File: src/rtl/alarm_sequencer.sv
// alarm_sequencer
//   Intrusion alarm controller: DISARMED -> EXIT (leave delay) -> ARMED ->
//   ENTRY (grace delay) -> ALARM (siren) -> ARMED. One 8-bit down-counter
//   times every delayed state. Sensors are asynchronous and pass through
//   2-flop synchronizers before forming the trigger.
//
//   Parameters: EXIT_CYC, ENTRY_CYC, SIREN_CYC (1..256) dwell cycles.
//   Ports:
//     clk        rising-edge clock
//     rst        synchronous active-high reset
//     arm        arm request (level)
//     disarm     disarm request (level, highest priority after rst)
//     motion     asynchronous motion sensor
//     door       asynchronous door sensor
//     window     asynchronous window sensor
//     state      current state code (0..4)
//     siren      high while in ALARM
//     armed_led  high in every state except DISARMED
//     evt_cnt    saturating count of ENTRY->ALARM transitions
//   Build option: define ALARM_EVT_COUNT_EN to include the event counter;
//   without it evt_cnt is tied to zero.
module alarm_sequencer #(
  parameter int unsigned EXIT_CYC  = 16,
  parameter int unsigned ENTRY_CYC = 8,
  parameter int unsigned SIREN_CYC = 32
) (
  input  logic       clk,
  input  logic       rst,
  input  logic       arm,
  input  logic       disarm,
  input  logic       motion,
  input  logic       door,
  input  logic       window,
  output logic [2:0] state,
  output logic       siren,
  output logic       armed_led,
  output logic [7:0] evt_cnt
);

  typedef enum logic [2:0] {
    S_DISARMED = 3'd0,
    S_EXIT     = 3'd1,
    S_ARMED    = 3'd2,
    S_ENTRY    = 3'd3,
    S_ALARM    = 3'd4
  } state_t;

  localparam logic [7:0] EXIT_LD  = 8'(EXIT_CYC - 1);
  localparam logic [7:0] ENTRY_LD = 8'(ENTRY_CYC - 1);
  localparam logic [7:0] SIREN_LD = 8'(SIREN_CYC - 1);

  state_t     r_state;
  logic [7:0] r_tmr;
  logic       r_siren;
  logic       r_armed_led;
  // Synchronizer stages, bit order {motion, door, window}
  logic [2:0] r_sync1;
  logic [2:0] r_sync2;

  state_t     w_next;
  logic [7:0] w_tmr_next;
  logic       w_trig;

  assign w_trig = (r_sync2[2] & r_sync2[1]) | r_sync2[0];

  always_comb begin
    w_next     = r_state;
    w_tmr_next = r_tmr;
    if (disarm) begin
      w_next     = S_DISARMED;
      w_tmr_next = '0;
    end else begin
      case (r_state)
        S_DISARMED: begin
          if (arm) begin
            w_next     = S_EXIT;
            w_tmr_next = EXIT_LD;
          end
        end
        S_EXIT: begin
          if (r_tmr == '0) w_next = S_ARMED;
          else             w_tmr_next = r_tmr - 8'd1;
        end
        S_ARMED: begin
          if (w_trig) begin
            w_next     = S_ENTRY;
            w_tmr_next = ENTRY_LD;
          end
        end
        S_ENTRY: begin
          if (r_tmr == '0) begin
            w_next     = S_ALARM;
            w_tmr_next = SIREN_LD;
          end else begin
            w_tmr_next = r_tmr - 8'd1;
          end
        end
        S_ALARM: begin
          if (r_tmr == '0) w_next = S_ARMED;
          else             w_tmr_next = r_tmr - 8'd1;
        end
        default: begin
          w_next     = S_DISARMED;
          w_tmr_next = '0;
        end
      endcase
    end
  end

  // siren/armed_led are decoded from the next state so they change on the
  // same edge as the state register.
  always_ff @(posedge clk) begin
    if (rst) begin
      r_state     <= S_DISARMED;
      r_tmr       <= '0;
      r_siren     <= 1'b0;
      r_armed_led <= 1'b0;
      r_sync1     <= '0;
      r_sync2     <= '0;
    end else begin
      r_state     <= w_next;
      r_tmr       <= w_tmr_next;
      r_siren     <= (w_next == S_ALARM);
      r_armed_led <= (w_next != S_DISARMED);
      r_sync1     <= {motion, door, window};
      r_sync2     <= r_sync1;
    end
  end

  assign state     = r_state;
  assign siren     = r_siren;
  assign armed_led = r_armed_led;

`ifdef ALARM_EVT_COUNT_EN
  logic [7:0] r_evt_cnt;

  always_ff @(posedge clk) begin
    if (rst) begin
      r_evt_cnt <= '0;
    end else if ((r_state == S_ENTRY) && (w_next == S_ALARM) && (r_evt_cnt != '1)) begin
      r_evt_cnt <= r_evt_cnt + 8'd1;
    end
  end

  assign evt_cnt = r_evt_cnt;
`else
  assign evt_cnt = '0;
`endif

endmodule
File: config.mk
export PLATFORM = sky130hd
export DESIGN_NAME = alarm_sequencer
export DESIGN_NICKNAME = d
export VERILOG_FILES = /design/src/rtl/alarm_sequencer.sv
export SDC_FILE = /design/constraint.sdc
export NUM_CORES = 1
export LEC_CHECK = 0
export CELL_PAD_IN_SITES_DETAIL_PLACEMENT = 1
export CELL_PAD_IN_SITES_GLOBAL_PLACEMENT = 2
export CORE_MARGIN = 4
export CORE_UTILIZATION = 34
export CTS_BUF_LIST = sky130_fd_sc_hd__clkbuf_2
export CTS_CLUSTER_DIAMETER = 200
export DETAILED_ROUTE_END_ITERATION = 8
export GPL_TIMING_DRIVEN = 0
export PLACE_DENSITY_LB_ADDON = 0.1
export SETUP_SLACK_MARGIN = 0.4
export SYNTH_ARGS = -nofsm -noshare
export SYNTH_HDL_FRONTEND = slang
export SYNTH_SLANG_ARGS = --single-unit
File: constraint.sdc
create_clock -name clk -period 6.3 [get_ports clk]
set_clock_uncertainty 0.05 [all_clocks]
set_input_delay 0.945 -clock clk [delete_from_list [all_inputs] [get_ports clk]]
set_output_delay 0.945 -clock clk [all_outputs]
set_load 0.02 [all_outputs]
==> impl_metrics.toml, run 1 <==
[outcome]
status = "complete, no violations"

[power_and_ir_drop]
share_seq_of_total_power = 0.510
design_power_total_uw = 256
p_int_uw = 172
power.combinational.fraction = 0.273
p_clk_frac = 0.218
cellLeakagePower_uw = 0.000492
power.switching_fraction = 0.329
p_sw_uw = 84.2
vdd.ir_drop.worst_uv = 66.8
power_per_cell_area_nw_per_um2 = 197

[sta]
totalNegativeSetupSlack_ns = 0
finalSetupViolations = 0
max_slew.worst_pin.slew_ns = 1.03
unrepaired_setup_endpoints_after_global_routing = "no"
achievable_frequency_ghz = 0.411
period_needed_ns = 2.43
period_share = 0.386
relSlewSlack = 0.306
worst_slack_ns = 3.87
hold_viol_final = 0
final_max_slew_viol_count = 0

[worst_setup_path]
critical_path.max_fanout = 6
worst-r2r-setup-slack_ns = 3.87
crit_start = "r_tmr[0]"
critPathCaptureType = "flip-flop"
worstReg2RegStart = "r_tmr[0]"
setup.worst_path.class = "flip-flop to flip-flop"
required_ns = 6.45
worst_ep_arrival_time_ns = 2.59
critical_path.startpoint_type = "flip-flop"

[clocking]
cts_setup_buffers = 0
clock_path_buffers = 2
insertion_delay_ns = 0.32
cts.reportedPaths.clkPinSlew_ns = 0.20
postCtsHoldBufs = 0
cts_inserted_buffers = 3
cts-resized-gates = 0
clock_tree.root_cell = "clkbuf_2"
clkSinkCount = 19
tritoncts = "yes"
htreeDepth = 1

[placement]
hpwlAfterDp_um = 2110
placement.io_buffers = 11
gp_congestion = 0.742
placedInstanceArea_um2 = 1270
dpl_worst_slack_ns = 3.53

[cells_and_area]
drive_gt1_frac = 0.200
num_antenna_cells = 0
layout.cells.most_common = "dfxtp_1"
postLayoutCoreUtil = 0.425
mostFrequentLayoutCells = "dfxtp_1, nor2_1, clkdlybuf4s50_1, buf_4, a21oi_1"
layout.cell_area.non_filler_um2 = 1300
syn_to_final_growth_pct = 19.8
register_area_um2 = 380
nFillCells = 386
nNetsFinal = 154
multiInputGateArea_um2 = 607

[drt]
detail_route.vias_per_cell = 4.98
antenna_violating_nets_post_route = 0
drt-total-wl_um = 2720
drtPass1Iterations = 4
drt_drc_violations_left = 0
post_drt_wl_per_cell_um = 14.4
dr.first_iter.drc_count = 38
routed-via-count = 941

[global_routing]
antenna_found_initial = 0
grt_use_total = 0.139
grt_pass1_vias = 977
grt_start_max_net_pins = 13
grt_remaining_overflow = 0
grt_pass1_wl_um = 4590

[synthesis]
syn-mean-instance-area_um2 = 8.80
synth_cell_type_count = 41
ys_dominant_reg_cell = "dfxtp_1"
synth_cells = 123
ys_seq_area_frac = 0.351
synth_enable_flop_cells = 0
synth.ff_latch_count = 19
yosysWarnings = 0
syn_area_um2 = 1080
async_flop_share = 0

[die]
die_width_um = 64.4
io-pin-count = 20
design.die.area_um2 = 4150
floorplan.die.height_um = 64.4
core_um2 = 3050
std_cell_rows = 20
initial_utilization = 0.355

[worst_hold_path]
min_path_type = "flip-flop to flip-flop"
hold_start = "r_sync1[1]"

[run]
maxCapViolations = 0
## critical path, stage by stage (launching register included)
cell and delay (ns):
dfxtp_1 0.39, inv_1 0.07, ha_1 0.23, nor4b_1 0.85
a21oi_1 0.14, o31ai_1 0.49, a21oi_1 0.09
## synth_stat cells (all sizes together) (4+ instances only)
library cell,count,area share
nand2,4,0.016
inv,5,0.017
dfxtp,19,0.35
buf,12,0.088
nor2b,6,0.035
a21oi,9,0.042
nor2,13,0.045
## state kept, by name (all words and copies together) (netlist names)
signal     flops
r_sync1        3
r_tmr          8
r_sync2        3
state          3
siren          1
armed_led      1
## metrics by stage
step	instances	hold slack, ns
after floorplan	130	0.364
final	189	0.411
after global placement	185	0.370
after CTS	189	0.414
after detailed placement	185	0.378
after global routing	189	0.421
## routing by layer
layer  global-route usage  wire length, um
met5                    0                0
met1                0.181             1280
met3               0.0295              103
met2                0.231             1300
met4               0.0396               36
## cell type report
cell class                      count  share of cell area
Clock buffer                        3              0.0116
Tap cell                           44              0.0425
Timing Repair Buffer               11              0.0849
Inverter                            5              0.0145
Multi-Input combinational cell     92               0.468
Buffer                             14              0.0792
Sequential cell                    19               0.293
Clock inverter                      1             0.00579
## cells by family after synthesis
group                    share of synthesized area
AO/OA/AOI/OAI                                0.205
XOR/XNOR                                    0.0243
adder cells (fa/ha/maj)                     0.0116
buffers and inverters                        0.112
flip-flops                                   0.351
multiplexers                                0.0104
other                                      0.00346
AND/OR/NAND/NOR                              0.282
## path summary, 6_finish.rpt
| check | cells after the start | endpoint |
|---|---|---|
| worst max-delay path | 6 | r_tmr[7] |
| worst max register to register | 6 | r_tmr[7] |
| worst min register to register | 1 | r_sync2[1] |
| worst min-delay path | 1 | r_sync2[1] |
## power groups by stage
stage / combinational (uW) / sequential, uW / clock, uW
4_1_cts: 69.8 / 131 / 58.6
3_3_place_gp: 69.0 / 133 / 0
3_5_place_dp: 69.4 / 133 / 0
6_report: 69.8 / 130 / 55.7
5_1_grt: 76.8 / 132 / 65.0
2_1_floorplan: 51.2 / 133 / 0
Power figures use the tool's default switching activity.
==> inputs of run 2 (changes only) <==
--- a/config.mk
+++ b/config.mk
@@ -8,7 +8,7 @@
 export CELL_PAD_IN_SITES_DETAIL_PLACEMENT = 1
 export CELL_PAD_IN_SITES_GLOBAL_PLACEMENT = 2
 export CORE_MARGIN = 4
-export CORE_UTILIZATION = 34
+export CORE_UTILIZATION = 29
 export CTS_BUF_LIST = sky130_fd_sc_hd__clkbuf_2
 export CTS_CLUSTER_DIAMETER = 200
 export DETAILED_ROUTE_END_ITERATION = 8
==> constraint.sdc (replaced) <==
create_clock -name clk -period 2.2 [get_ports clk]
set_clock_uncertainty 0.05 [all_clocks]
set_input_delay 0.33 -clock clk [delete_from_list [all_inputs] [get_ports clk]]
set_output_delay 0.33 -clock clk [all_outputs]
set_load 0.02 [all_outputs]
==> run 2 against run 1 <==
  * Fmax up 20%
  * Global-route usage decreased by 0.85 points
  * Via count grew 8.7%
  * First-iteration DRC count down 7.9%
  * Power grew to 3.2 times the previous value
  * Critical path type unchanged
==> impl_metrics.toml, run 2 (synthesis results as in run 1) <==
[outcome]
status = "complete, no violations"

[clocking]
cts_inserted_buffers = 3
clock_tree.root_cell = "clkbuf_2"
insertion_delay_ns = 0.33
cts.reportedPaths.clkPinSlew_ns = 0.21
postCtsHoldBufs = 0
tritoncts = "yes"
clock_path_buffers = 2
clkSinkCount = 19
htreeDepth = 1

[drt]
drtPass1Iterations = 3
post_drt_wl_per_cell_um = 15.4
detail_route.vias_per_cell = 5.01
drt_drc_violations_left = 0
drt-total-wl_um = 3130
antenna_violating_nets_post_route = 0
dr.first_iter.drc_count = 35
routed-via-count = 1023

[power_and_ir_drop]
cellLeakagePower_uw = 0.000598
vdd.ir_drop.worst_uv = 189
power_per_cell_area_nw_per_um2 = 535

[sta]
final_max_slew_viol_count = 0
period_share = 0.919
period_needed_ns = 2.02
finalSetupViolations = 0
hold_viol_final = 0
achievable_frequency_ghz = 0.495
final.hold.worst_slack_ns = 0.414
unrepaired_setup_endpoints_after_global_routing = "yes"

[die]
design.die.area_um2 = 4770
core_um2 = 3470
initial_utilization = 0.312
std_cell_rows = 21
floorplan.die.height_um = 69.1
die_width_um = 69.1
io-pin-count = 20

[cells_and_area]
nNetsFinal = 167
post_layout_nonfiller_instances = 204
multiInputGateArea_um2 = 723
register_area_um2 = 388
drive_gt1_frac = 0.399
nFillCells = 429
mostFrequentLayoutCells = "buf_4, dfxtp_1, nor2_1, clkdlybuf4s50_1, conb_1"
layout.cells.most_common = "buf_4"
syn_to_final_growth_pct = 40.8
max_ffs_per_register = 8
register_with_the_most_flip_flops = "r_tmr"
layout.cell_area.non_filler_um2 = 1520
num_antenna_cells = 0

[global_routing]
grt_remaining_overflow = 0
grt_pass1_vias = 1100
grt_most_used_layer = "met2"
grt_use_total = 0.130
use_met2 = 0.207
grt_use_met3 = 0.0247
grt_pass1_wl_um = 5110
grt_start_max_net_pins = 12
met1_usage = 0.173
antenna_found_initial = 0

[placement]
gp_congestion = 0.788
placement.io_buffers = 11
hpwlAfterDp_um = 2180
placedInstanceArea_um2 = 1290
placed_cells_incl_taps = 187

[worst_setup_path]
critical_path.cell_chain = "inv_2 > ha_4 > or4b_4 > or4b_4 > nand2_4 > a32o_1"
worst_ep_arrival_time_ns = 2.26
critPathCaptureType = "flip-flop"
cpPeakStageDelay_ns = 0.58
critical_path.max_fanout = 4
worst-r2r-setup-slack_ns = 0.18
path_buf_inv = 1
setup.worst_path.class = "flip-flop to flip-flop"
required_ns = 2.44
critical-path-top-delay-family = "simple AND/OR/NAND/NOR gates"
critPathSlowestCell = "or4b_4"
critical_path.startpoint_type = "flip-flop"
critical_path.most_common_cell = "or4b_4"

[run]
maxCapViolations = 0

[worst_hold_path]
min_path_type = "flip-flop to flip-flop"
[run 2: routing by layer]
metal  vias up  wire length [um]
met1       495              1500
li1        505                 -
met3         5                97
met2        18              1500
met4         0                36
met5         -                 0
[run 2: layout make-up]
type                            instances  area share
Timing Repair Buffer                   24       0.140
Sequential cell                        19       0.255
Inverter                                5      0.0123
Clock buffer                            3     0.00985
Tap cell                               46      0.0378
Buffer                                 14      0.0673
Clock inverter                          1     0.00328
Multi-Input combinational cell         92       0.475
[run 2: worst reg2reg max path, delay by kind of cell (launching register included)]
family,cells,cell delay (ns)
simple gates,3,1.17
flops,1,0.38
compound gates,1,0.16
fa+ha+maj,1,0.14
buf+inv,1,0.08
[run 2: metrics by stage]
| stage | TNS, ns | util | power (uW) | worst slack (ns) |
|---|---|---|---|---|
| floorplan | 0 | - | 533 | 0.281 |
| global placement | -0.276 | 0.372 | 586 | -0.0946 |
| detailed placement | -0.210 | 0.372 | 587 | -0.0807 |
| CTS | 0 | 0.400 | 773 | 0.176 |
| global route | 0 | 0.439 | 861 | 0.0793 |
| finish | 0 | 0.439 | 816 | 0.179 |
[run 2: final timing paths]
| kind | endpoint | startpoint | cells past startpoint |
|---|---|---|---|
| min | r_sync2[0] | r_sync1[0] | 1 |
| max reg2reg | r_tmr[3] | r_tmr[1] | 6 |
| max | r_tmr[3] | r_tmr[1] | 6 |
| min reg2reg | r_sync2[0] | r_sync1[0] | 1 |
[run 2: where the power goes]
part,switching [uW],internal [uW]
registers,16.3,361
clock network,124,41.2
logic,136,137
total,277,539
[run 2: timing repair]
action,CTS,global route
pin swaps,5,6
setup endpoints to repair,14,13
setup buffers,7,6
resized for setup,7,19
==> inputs of run 3 (changes only) <==
--- a/config.mk
+++ b/config.mk
@@ -13,6 +13,7 @@
 export CTS_CLUSTER_DIAMETER = 200
 export DETAILED_ROUTE_END_ITERATION = 8
 export GPL_TIMING_DRIVEN = 0
+export HOLD_SLACK_MARGIN = 0.03
 export PLACE_DENSITY_LB_ADDON = 0.1
 export SETUP_SLACK_MARGIN = 0.4
 export SYNTH_ARGS = -nofsm -noshare
==> results of run 3 <==
No change in the layout: final DEF, timing and power equal those of run 2.
